===== src/rtl/arcade_ram_arbiter.sv =====
// rtl/arcade_ram_arbiter.sv - Arcade Card RAM port arbiter: CPU priority, bounded DMA starvation
module arcade_ram_arbiter #(
  parameter int STARVE_MAX = 8
) (
  input  logic        CLK,
  input  logic        RST_N,
  input  logic        CPU_CS_N,
  input  logic [20:0] CPU_A,
  input  logic        CPU_WR_N,
  input  logic        CPU_RD_N,
  input  logic [7:0]  CPU_DI,
  output logic [7:0]  CPU_DO,
  output logic        CPU_RDY,
  input  logic        DMA_REQ,
  input  logic        DMA_WE,
  input  logic [20:0] DMA_A,
  input  logic [7:0]  DMA_DI,
  output logic [7:0]  DMA_DO,
  output logic        DMA_ACK,
  output logic        MEM_REQ,
  output logic        MEM_WE,
  output logic [20:0] MEM_A,
  output logic [7:0]  MEM_DO,
  input  logic [7:0]  MEM_DI,
  input  logic        MEM_ACK
);

  typedef enum logic [1:0] {S_IDLE, S_CPU_BUSY, S_DMA_BUSY, S_DONE} state_t;

  state_t      r_state;
  state_t      w_next;
  logic        r_old_acc;
  logic        r_cpu_pend;
  logic        r_cpu_we;
  logic [20:0] r_cpu_a;
  logic [7:0]  r_cpu_di;
  logic [7:0]  r_starve;
  logic [7:0]  r_cpu_do;
  logic        r_cpu_rdy;
  logic [7:0]  r_dma_do;
  logic        r_dma_ack;
  logic        r_mem_req;
  logic        r_mem_we;
  logic [20:0] r_mem_a;
  logic [7:0]  r_mem_do;

  logic w_acc;
  logic w_cpu_edge;
  logic w_starve_hit;
  logic w_enter_cpu;
  logic w_enter_dma;
  logic w_cpu_done;
  logic w_dma_done;

  assign w_acc        = ~(CPU_WR_N & CPU_RD_N);
  assign w_cpu_edge   = w_acc & ~r_old_acc & ~CPU_CS_N & ~r_cpu_pend;
  assign w_starve_hit = (r_starve >= 8'(STARVE_MAX));

  always_ff @(posedge CLK or negedge RST_N) begin
    if (!RST_N) r_state <= S_IDLE;
    else        r_state <= w_next;
  end

  // A CPU edge seen in IDLE holds the grant one cycle so the CPU keeps
  // priority over a DMA_REQ arriving in the same cycle.
  always_comb begin
    w_next = r_state;
    case (r_state)
      S_IDLE: begin
        if (DMA_REQ && w_starve_hit)     w_next = S_DMA_BUSY;
        else if (r_cpu_pend)             w_next = S_CPU_BUSY;
        else if (DMA_REQ && !w_cpu_edge) w_next = S_DMA_BUSY;
      end
      S_CPU_BUSY: if (MEM_ACK) w_next = S_DONE;
      S_DMA_BUSY: if (MEM_ACK) w_next = S_DONE;
      S_DONE:     w_next = S_IDLE;
      default:    w_next = S_IDLE;
    endcase
  end

  always_comb begin
    w_enter_cpu = 1'b0;
    w_enter_dma = 1'b0;
    w_cpu_done  = 1'b0;
    w_dma_done  = 1'b0;
    if (r_state == S_IDLE) begin
      w_enter_cpu = (w_next == S_CPU_BUSY);
      w_enter_dma = (w_next == S_DMA_BUSY);
    end
    if (r_state == S_CPU_BUSY) w_cpu_done = MEM_ACK;
    if (r_state == S_DMA_BUSY) w_dma_done = MEM_ACK;
  end

  always_ff @(posedge CLK or negedge RST_N) begin
    if (!RST_N) begin
      r_old_acc  <= 1'b1;
      r_cpu_pend <= 1'b0;
      r_cpu_we   <= 1'b0;
      r_cpu_a    <= '0;
      r_cpu_di   <= '0;
      r_starve   <= '0;
      r_cpu_do   <= 8'hFF;
      r_cpu_rdy  <= 1'b1;
      r_dma_do   <= '0;
      r_dma_ack  <= 1'b0;
      r_mem_req  <= 1'b0;
      r_mem_we   <= 1'b0;
      r_mem_a    <= '0;
      r_mem_do   <= '0;
    end else begin
      r_old_acc <= w_acc;
      r_dma_ack <= w_dma_done;
      if (w_cpu_edge) begin
        r_cpu_pend <= 1'b1;
        r_cpu_a    <= CPU_A;
        r_cpu_di   <= CPU_DI;
        r_cpu_we   <= ~CPU_WR_N;
        r_cpu_rdy  <= 1'b0;
      end
      if (w_enter_cpu) begin
        r_mem_req <= 1'b1;
        r_mem_we  <= r_cpu_we;
        r_mem_a   <= r_cpu_a;
        r_mem_do  <= r_cpu_di;
      end
      if (w_enter_dma) begin
        r_mem_req <= 1'b1;
        r_mem_we  <= DMA_WE;
        r_mem_a   <= DMA_A;
        r_mem_do  <= DMA_DI;
      end
      if (w_cpu_done) begin
        r_mem_req  <= 1'b0;
        r_cpu_pend <= 1'b0;
        r_cpu_rdy  <= 1'b1;
        if (!r_mem_we) r_cpu_do <= MEM_DI;
      end
      if (w_dma_done) begin
        r_mem_req <= 1'b0;
        if (!r_mem_we) r_dma_do <= MEM_DI;
      end
      if (!DMA_REQ || w_enter_dma)               r_starve <= '0;
      else if (w_enter_cpu && r_starve != 8'hFF) r_starve <= r_starve + 8'd1;
    end
  end

  assign CPU_DO  = r_cpu_do;
  assign CPU_RDY = r_cpu_rdy;
  assign DMA_DO  = r_dma_do;
  assign DMA_ACK = r_dma_ack;
  assign MEM_REQ = r_mem_req;
  assign MEM_WE  = r_mem_we;
  assign MEM_A   = r_mem_a;
  assign MEM_DO  = r_mem_do;

endmodule


===== config.mk =====
export PLATFORM = sky130hd
export DESIGN_NAME = arcade_ram_arbiter
export DESIGN_NICKNAME = d
export VERILOG_FILES = /design/src/rtl/arcade_ram_arbiter.sv
export SDC_FILE = /design/constraint.sdc
export NUM_CORES = 1
export LEC_CHECK = 0
export ABC_AREA = 0
export BUFFER_PORTS_ARGS = -buffer_cell sky130_fd_sc_hd__clkbuf_2
export CAP_MARGIN = 20
export CORE_AREA = 2 2 87 89
export DETAILED_ROUTE_END_ITERATION = 8
export DIE_AREA = 0 0 89 91
export GPL_ROUTABILITY_DRIVEN = 1
export PLACE_DENSITY = 0.84
export RECOVER_POWER = 25
export SLEW_MARGIN = 30
export SYNTH_ARGS = -nofsm -noshare
export SYNTH_HDL_FRONTEND = slang
export SYNTH_SLANG_ARGS = --single-unit

===== constraint.sdc =====
create_clock -name CLK -period 4 [get_ports CLK]
set_input_delay 0.2 -clock CLK [delete_from_list [all_inputs] [get_ports CLK]]
set_output_delay 0.2 -clock CLK [all_outputs]
set_load 0.1 [all_outputs]

==> impl_metrics.toml <==
[logic_synthesis]
syn_inst = 309
syn_area_per_cell_um2 = 12.5
synth_seq_cells = 91
synth_area_leaders = "dfrtp_1, mux2_2, dfstp_2, a22oi_1, inv_1"
ys_seq_area_frac = 0.591
dominantRegCellSynth = "dfrtp_1"
synth_common_cells = "dfrtp_1, mux2_2, inv_1"
syn_nets = 388
synth-async-reset-ratio = 1.00
netlist_area_um2 = 3880
synth.most_common_cell = "dfrtp_1"
synth_top_area_frac = 0.523
synth-edff-count = 0
synth.distinct_cells = 37
yosysWarningCount = 0
synth_top_area_cell = "dfrtp_1"

[sta]
period_share = 0.601
setup_viol = 0
worst_slew_margin_rel = -0.428
slew_violations = 92
rsz0062_at_grt = "no"
max_freq_ghz = 0.416
skew_ns = 0.00942
final-hold-violation-count = 0
tightest_slew_ns = 2.14
finalCriticalPeriod_ns = 2.40
tns_ns = 0
worst_slack_ns = 1.60

[cts]
clockBufferDepth = 2
h-tree-depth = 3
clk_transition_reported_paths_ns = 0.09
clk_latency_ns = 0.35
cts-root-buf = "clkbuf_8"
cts_tree = "built"
cts-buffers-inserted = 9
cts-resized-gates = 0
post_cts_buffers = 0
cts.sinks = 91

[worst_setup_path]
worstSetupPathType = "reg2reg"
startpoint_type = "flop"
rr_worst_depth = 7
worstSetupEndpointType = "flop"
path_max_fanout = 35
crit_required_ns = 4.24
arrival_ns = 2.64

[die]
die_h_um = 91
coreArea_um2 = 7140
die_w_um = 89
ios = 123
row_count = 31
start_util = 0.543
dieArea_um2 = 8100

[place]
gp_congestion = 0.762
dpl_cell_area_um2 = 4570
placement.io_buffers = 122
place_ws_ns = 1.62
dp_cells = 520
hpwl_um = 5760

[grt]
track_usage = 0.215
grt_max_degree = 92
grt.overflow.total = 0
grt_pass1_vias = 3007
antenna_found_initial = 0
grt_first_pass_wirelength_um = 13700

[routing]
ant_nets = 0
drtIter0Drc = 160
drc = 0
wl_um = 8150
vias = 2848
routedWlPerCell_um = 15.2
viasPerCell = 5.30
drtPass1Iterations = 5

[cells_and_area]
nets = 512
finalNonFillerCells = 537
antenna_cells = 0
stdcell_area_um2 = 4770
fill_cells = 583
drive_gt1_frac = 0.489
register_area_um2 = 2290
multi_input_area_um2 = 1390
syn2layout_area_growth_pct = 22.9

[worst_hold_path]
hold_class = "in2reg"
min_path_cells = 2

[run_status]
violations = "capacitance limit, slew limit"
status = "finished, violations left"

[flow_run]
drv_cap = 1
==> state kept, by name, summed over array words and instances (netlist names), 2 cells and up <==
name and cells:
MEM_A 21, CPU_DO 8, MEM_DO 8, r_cpu_di 8, r_starve 8, r_state 2, r_cpu_a 21, DMA_DO 8
==> worst paths after layout <==
path                       startpoint     endpoint  slack [ns]
min in group asynchronous       RST_N  r_cpu_a[14]        1.01
max in group asynchronous       RST_N     MEM_A[5]        1.73
setup reg to reg           r_state[1]    MEM_DO[2]        1.60
hold / removal               CPU_RD_N    r_old_acc        0.04
setup / recovery           r_state[1]    MEM_DO[2]        1.60
hold reg to reg               CPU_RDY      CPU_RDY        0.49
==> critical path, stage by stage, from the launching register on <==
cell and delay [ns]:
dfrtp_1 0.41, inv_1 0.13, ha_1 0.33, o21a_1 0.24, a21boi_4 0.19, buf_4 0.37, mux2_2 0.38, mux2_2 0.26
==> area by class of cell <==
type                            count  share of cell area
Inverter                           33              0.0260
Sequential cell                    91               0.480
Multi-Input combinational cell    172               0.292
Clock inverter                      5             0.00893
Clock buffer                       11              0.0318
Tap cell                           99              0.0260
Timing Repair Buffer              126               0.135
==> through the flow <==
step	util	hold slack, ns
2_1_floorplan	-	-0.0956
3_3_place_gp	0.640	0.384
3_5_place_dp	0.640	0.323
4_1_cts	0.669	0.0196
5_1_grt	0.668	0.0552
6_report	0.668	0.0404
==> placed cells by master (no fill, tap or decap), drive strengths merged, types with 2 or more instances in the layout <==
cell,count
a22oi,29
nor2b,2
nand3,2
mux2,49
o21a,3
o21ai,34
inv,36
dfstp,10
clkbuf,133
nor2,11
a21oi,4
o211ai,2
buf,3
nand2,9
dfrtp,81
a41oi,2
o211a,2
nor3,2
a21boi,2
and2,2
ha,5
==> timing repair <==
item | in CTS | in global routing
endpoints found under the setup margin | 0 | 0
hold endpoints to repair | 81 | 0
hold buffers | 1 | 0
==> cells by family after synthesis <==
group,after synthesis,synth area share
compound gates,84,0.158
buf+inv,46,0.0510
flops,91,0.591
mux,50,0.145
fa+ha+maj,5,0.0161
simple gates,32,0.0374
xor+xnor,1,0.00226
==> routing by layer <==
metal  routed length, um  GRT usage  vias to the layer above
met5                   0          0                        -
met4                  87     0.0597                        0
met3                 615     0.0673                       10
met2                4010      0.342                       94
met1                3430      0.285                     1411
li1                    -          -                     1333
Power is left out: the tool's default activity adds up to more than one toggle a clock period on the data nets, which glitch-free logic cannot reach.
